==> src/rtl/tx_uart.sv <==
// 8N1 UART transmitter: byte FIFO behind a valid/ready handshake, frames
// serialized LSB-first on a registered o_Tx with no idle gap between frames.
module tx_uart #(
  parameter int CLK_RATE   = 1000000,
  parameter int FIFO_DEPTH = 4
) (
  input  logic       i_clk,
  input  logic       i_rst,
  input  logic [3:0] sel_baud,
  input  logic [7:0] i_Data,
  input  logic       i_Valid,
  output logic       o_Ready,
  output logic       o_Tx,
  output logic       o_Busy
);

  localparam int DIV_9600   = CLK_RATE / 9600;
  localparam int DIV_19200  = CLK_RATE / 19200;
  localparam int DIV_38400  = CLK_RATE / 38400;
  localparam int DIV_57600  = CLK_RATE / 57600;
  localparam int DIV_115200 = CLK_RATE / 115200;
  localparam int BW = $clog2(DIV_9600 + 1);
  localparam int AW = $clog2(FIFO_DEPTH);
  localparam int CW = $clog2(FIFO_DEPTH + 1);

  typedef enum logic [1:0] {
    S_IDLE  = 2'd0,
    S_START = 2'd1,
    S_DATA  = 2'd2,
    S_STOP  = 2'd3
  } state_t;

  // Same code-to-rate table as rx_uart; unused codes fall back to 9600.
  function automatic logic [BW-1:0] div_for(input logic [3:0] sel);
    case (sel)
      4'd1:    div_for = BW'(DIV_19200);
      4'd2:    div_for = BW'(DIV_38400);
      4'd3:    div_for = BW'(DIV_57600);
      4'd4:    div_for = BW'(DIV_115200);
      default: div_for = BW'(DIV_9600);
    endcase
  endfunction

  state_t          r_state;
  state_t          w_next_state;
  logic [7:0]      r_shift;
  logic [2:0]      r_bit_idx;
  logic [BW-1:0]   r_baud_cnt;
  logic [BW-1:0]   r_div;
  logic            r_tx;
  logic            w_next_tx;
  logic            w_pop;
  logic            w_push;
  logic            w_baud_done;
  logic            w_empty;
  logic            w_full;
  logic [7:0]      r_mem [FIFO_DEPTH];
  logic [AW-1:0]   r_wptr;
  logic [AW-1:0]   r_rptr;
  logic [CW-1:0]   r_count;

  assign w_empty     = (r_count == CW'(0));
  assign w_full      = (r_count == CW'(FIFO_DEPTH));
  assign w_push      = i_Valid && !w_full;
  assign w_baud_done = (r_baud_cnt == (r_div - BW'(1)));

  assign o_Ready = !w_full;
  assign o_Tx    = r_tx;
  assign o_Busy  = (r_state != S_IDLE) || !w_empty;

  // Next-state, next line level and FIFO pop request.
  always_comb begin
    w_next_state = r_state;
    w_next_tx    = r_tx;
    w_pop        = 1'b0;
    case (r_state)
      S_IDLE: begin
        if (!w_empty) begin
          w_pop        = 1'b1;
          w_next_tx    = 1'b0;
          w_next_state = S_START;
        end else begin
          w_next_tx    = 1'b1;
          w_next_state = S_IDLE;
        end
      end
      S_START: begin
        if (w_baud_done) begin
          w_next_tx    = r_shift[0];
          w_next_state = S_DATA;
        end else begin
          w_next_state = S_START;
        end
      end
      S_DATA: begin
        if (w_baud_done && (r_bit_idx == 3'd7)) begin
          w_next_tx    = 1'b1;
          w_next_state = S_STOP;
        end else if (w_baud_done) begin
          w_next_tx    = r_shift[1];
          w_next_state = S_DATA;
        end else begin
          w_next_state = S_DATA;
        end
      end
      S_STOP: begin
        if (w_baud_done && !w_empty) begin
          w_pop        = 1'b1;
          w_next_tx    = 1'b0;
          w_next_state = S_START;
        end else if (w_baud_done) begin
          w_next_tx    = 1'b1;
          w_next_state = S_IDLE;
        end else begin
          w_next_state = S_STOP;
        end
      end
      default: begin
        w_next_tx    = 1'b1;
        w_next_state = S_IDLE;
      end
    endcase
  end

  // FSM state, line register, shift register and baud/bit counters.
  always_ff @(posedge i_clk) begin
    if (i_rst) begin
      r_state    <= S_IDLE;
      r_tx       <= 1'b1;
      r_shift    <= 8'd0;
      r_bit_idx  <= 3'd0;
      r_baud_cnt <= BW'(0);
      r_div      <= div_for(4'd0);
    end else begin
      r_state <= w_next_state;
      r_tx    <= w_next_tx;
      if (w_pop) begin
        r_shift    <= r_mem[r_rptr];
        r_div      <= div_for(sel_baud);
        r_baud_cnt <= BW'(0);
        r_bit_idx  <= 3'd0;
      end else if ((r_state != S_IDLE) && w_baud_done) begin
        r_baud_cnt <= BW'(0);
        if (r_state == S_DATA) begin
          r_shift   <= {1'b0, r_shift[7:1]};
          r_bit_idx <= r_bit_idx + 3'd1;
        end
      end else if (r_state != S_IDLE) begin
        r_baud_cnt <= r_baud_cnt + BW'(1);
      end
    end
  end

  // FIFO pointers and occupancy; a push while full is dropped even on a pop edge.
  always_ff @(posedge i_clk) begin
    if (i_rst) begin
      r_wptr  <= AW'(0);
      r_rptr  <= AW'(0);
      r_count <= CW'(0);
    end else begin
      if (w_push) r_wptr <= r_wptr + AW'(1);
      if (w_pop)  r_rptr <= r_rptr + AW'(1);
      case ({w_push, w_pop})
        2'b10:   r_count <= r_count + CW'(1);
        2'b01:   r_count <= r_count - CW'(1);
        default: r_count <= r_count;
      endcase
    end
  end

  // FIFO storage; contents need no reset since the pointers gate every read.
  always_ff @(posedge i_clk) begin
    if (w_push) r_mem[r_wptr] <= i_Data;
  end

endmodule

==> config.mk <==
export PLATFORM = sky130hd
export DESIGN_NAME = tx_uart
export DESIGN_NICKNAME = d
export VERILOG_FILES = /design/src/rtl/tx_uart.sv
export SDC_FILE = /design/constraint.sdc
export NUM_CORES = 1
export LEC_CHECK = 0
export ABC_AREA = 1
export ABC_CLOCK_PERIOD_IN_PS = 4400
export CORE_MARGIN = 4
export CORE_UTILIZATION = 40
export CTS_BUF_LIST = sky130_fd_sc_hd__clkbuf_4
export CTS_CLUSTER_SIZE = 25
export DETAILED_ROUTE_END_ITERATION = 12
export PLACE_DENSITY = 0.59
export SKIP_LAST_GASP = 1
export SLEW_MARGIN = 15
export SYNTH_ARGS = -nofsm -noshare
export SYNTH_HDL_FRONTEND = slang
export SYNTH_SLANG_ARGS = --single-unit
==> constraint.sdc <==
create_clock -name i_clk -period 4.4 [get_ports i_clk]
set_clock_uncertainty 0.2 [all_clocks]
set_input_delay 0.66 -clock i_clk [delete_from_list [all_inputs] [get_ports i_clk]]
set_output_delay 0.66 -clock i_clk [all_outputs]
set_load 0.01 [all_outputs]
==> results.md <==
* Post-synth ARST share at 0%
* Area growth, synth to finish at 12.11%
* CP max stage delay at 0.39 ns
* Required time worst endpoint at 4.50 ns
* Final WS setup at 1.059 ns
* Hold Buf Count CTS at 0
* GRT overflow at 0
* Switching share of total power at 39.35%
* Clock latency on the worst-skew pair at 0.42 ns
* Setup total negative slack at 0 ns
* PostCTS Resize Cnt at 0
* GR Util All Layers at 14.09%
* CTS tree: built
* Register-to-register setup slack at 1.06 ns
* Reg2Reg Launch Point: r_div[0]
* Fillcell total at 802
* Hold slack at 0.2734 ns
* Clock share of power at 20.5%
* Routed wl met3 at 213 um
* IO Count at 18
* Number of synthesized flops with an enable pin at 32
* Syn avg cell area at 8.645 um2
* Fin. Hold Viols at 0
* Htree depth at 3
* Most frequent CP cell: inv_1
* Net count reported at finish at 436
* Synth Register Bits at 69
* Met2 wire len at 3.243 mm
* Vias at 2520
* Gate power share at 37.6%
* Placeable core area at 8175 um2
* Setup Buffers After CTS at 0
* VDD IR max at 322.6 uV
* DP HPWL at 4.672 mm
* Hold_sp: r_bit_idx[2]
* Met1 WL at 3.050 mm
* Critical path startpoint category: flip-flop
* CTS max path bufs at 2
* Share of post-route cells with drive strength above 1 at 7.543%
* Crit path max-delay family: simple AND/OR/NAND/NOR gates
* Least-Margin Pin Slew at 0.8239 ns
* Leak at 1.485 nW
* Port Buffers at 17
* Final core utilization at 45.76%
* Status: complete, no violations
* Predominant post-synthesis flop cell: dfxtp_1
* Period utilization at 75.93%
* Initial DRC Count at 152
* Footprint of the multi-input gates at 1420 um2
* Slowest library cell on the worst path: dfxtp_1
* Min-Delay Path Depth at 2
* Finish-stage setup viols at 0
* DRC Markers at 0
* Initial antenna violation count at 0
* Die Wd at 99.34 um
* Seq/Total Area, Yosys at 50.99%
* Root Buffer: clkbuf_4
* CP Cell Sequence: inv_1 -> ha_1 -> nand2_1 -> inv_1 -> nor2_1 -> nand2_1 -> nor2_4 -> nand2_2 -> nor2_4 -> nand3_2 -> nand2_4 -> nand2_4 -> inv_2 -> ha_1 -> inv_1 -> fa_1 -> a21oi_1 -> o21ai_0 -> o21ai_0 -> a21oi_1
* Hold WC Path Type: reg2reg
* Ys Warns at 0
* Row Count at 33
* Total of max-cap violations at 0
* Vias in the first global route at 2386
* WP depth at 20
* Via-to-Cell Ratio at 4.884
* Post-Syn Instances at 386
* Critical path class: reg2reg
* Worst slew margin at 44.87%
* Yosys cell types at 33
* Num CTS Buffers at 9
* Starting Density at 40.82%
* Register area at 1702 um2
* Internal Power at 1.242 mW
* DR WL/cell at 12.70 um
* Crit path time final at 3.341 ns
* Crit path max fanout at 27
* Part of the power in registers at 41.9%
* FF-to-FF path depth at 20
* Gpl congestion at 0.8277
* CTS Sinks at 69
* Reg2Reg Capture Point: r_count[2]
* CP endpoint kind: flip-flop
* Crit path DAT at 3.44 ns
* Pin count of the biggest net entering global routing at 28
* WHS Endpoint: r_bit_idx[2]
* Worst-path clk slew at 0.12 ns
* Drt pass-1 iters at 4
* # diodes at 0
* P_sw at 805.6 uW
* RSZ-0062 raised after global routing: false
* First-pass GRT wire length at 10.96 mm
* Syn nets at 416
* Final wirelength at 6.551 mm
* Final cell count without fillers at 516
* Die Ht at 99.34 um
* Final Slew Violations at 0
* Synth Cell Area at 3337 um2
* Pwr dens at 547.2 nW/um2
* Die area at 9867 um2
* F_max at 299.3 MHz
* Top Layer Used: met4
* Post-route ant nets at 0
* Dpl ws at 1.103 ns
* Dpl cells at 500
* Crit path buf inv count at 4
==> per-stage QoR <==
step                power (mW)  instance area, um2
global placement         1.630                3596
floorplan                1.452                3337
CTS                      2.073                3741
detailed placement       1.645                3596
finish                   2.047                3741
global route             2.226                3741
==> power groups by stage <==
stage,sequential (mW),clock [mW],combinational [mW]
after floorplan,0.845,0,0.607
after global placement,0.871,0,0.759
after detailed placement,0.873,0,0.772
after CTS,0.858,0.436,0.778
after global routing,0.871,0.462,0.893
final,0.857,0.420,0.770
==> Yosys cell counts (8+ instances only) <==
| cell | number | area share [%] |
|---|---|---|
| dfxtp_1 | 37 | 22 |
| o22ai_1 | 8 | 1.5 |
| inv_1 | 43 | 4.8 |
| nand3_1 | 29 | 4.3 |
| nand2_1 | 69 | 7.8 |
| a21oi_1 | 25 | 3.7 |
| o21ai_0 | 28 | 4.2 |
| nor2_1 | 44 | 4.9 |
| nand3b_1 | 9 | 2.0 |
| edfxtp_1 | 32 | 29 |
| nand4_1 | 8 | 1.5 |
| ha_1 | 14 | 5.2 |
==> worst reg2reg max path, cell delays in order, from the launching register on <==
cell and delay, ns:
dfxtp_1 0.39, inv_1 0.09, ha_1 0.31, nand2_1 0.07, inv_1 0.03, nor2_1 0.07
nand2_1 0.09, nor2_4 0.12, nand2_2 0.07, nor2_4 0.11, nand3_2 0.09, nand2_4 0.12
nand2_4 0.19, inv_2 0.18, ha_1 0.16, inv_1 0.06, fa_1 0.38, a21oi_1 0.15
o21ai_0 0.11, o21ai_0 0.17, a21oi_1 0.06
==> final cells by class <==
| class | count | share of cell area (%) |
|---|---|---|
| Multi-Input combinational cell | 263 | 37.96 |
| Tap cell | 105 | 3.512 |
| Sequential cell | 69 | 45.48 |
| Inverter | 46 | 4.615 |
| Clock inverter | 6 | 1.873 |
| Clock buffer | 10 | 2.007 |
| Timing Repair Buffer | 17 | 4.548 |
==> flip-flops by register name, summed over array words and instances (netlist names), named ones only <==
name	count
o_Tx	1
r_baud_cnt	7
r_bit_idx	3
r_count	3
r_div	7
r_mem	32
r_rptr	2
r_shift	8
r_state	2
r_wptr	2
==> worst max-delay path by stage <==
stage / slack, ns / to / startpoint
floorplan: 1.50 / r_count[2] / r_div[0]
global placement: 1.23 / r_count[2] / r_div[0]
detailed placement: 1.10 / r_count[2] / r_div[0]
CTS: 1.06 / r_count[2] / r_div[0]
global route: 0.74 / r_count[2] / r_div[0]
finish: 1.06 / r_count[2] / r_div[0]
==> logic make-up (layout without fill, tap and decap cells) <==
group	count (synthesis)	after routing	share of synthesized area [%]
simple gates	175	175	24.37
compound gates	66	66	10.50
xor+xnor	7	7	1.837
fa+ha+maj	15	15	5.849
flops	69	69	50.99
buf+inv	54	79	6.449
==> metal layers <==
layer / vias to the layer above / global-route usage [%]
li1: 1335 / -
met4: 0 / 4.412
met2: 33 / 23.81
met3: 5 / 4.418
met1: 1147 / 17.16
met5: - / 0
==> cells in the final DEF (no fill, tap or decap), drive strengths merged <==
cell	Yosys	routed
nor4	1	1
clkbuf	5	10
clkinv	2	2
a22oi	1	1
o21ai	29	29
o22ai	8	8
nand3b	9	9
nor2	52	52
a21oi	25	25
nand3	31	31
o211ai	2	2
xnor2	3	3
nand4	8	8
inv	44	46
xor2	4	4
bufinv	0	1
fa	1	1
or2	1	1
ha	14	14
nand2	72	72
o31ai	1	1
clkinvlp	0	3
edfxtp	32	32
nor3	1	1
clkdlybuf4s50	0	17
dfxtp	37	37
Power figures use the tool's default switching activity.
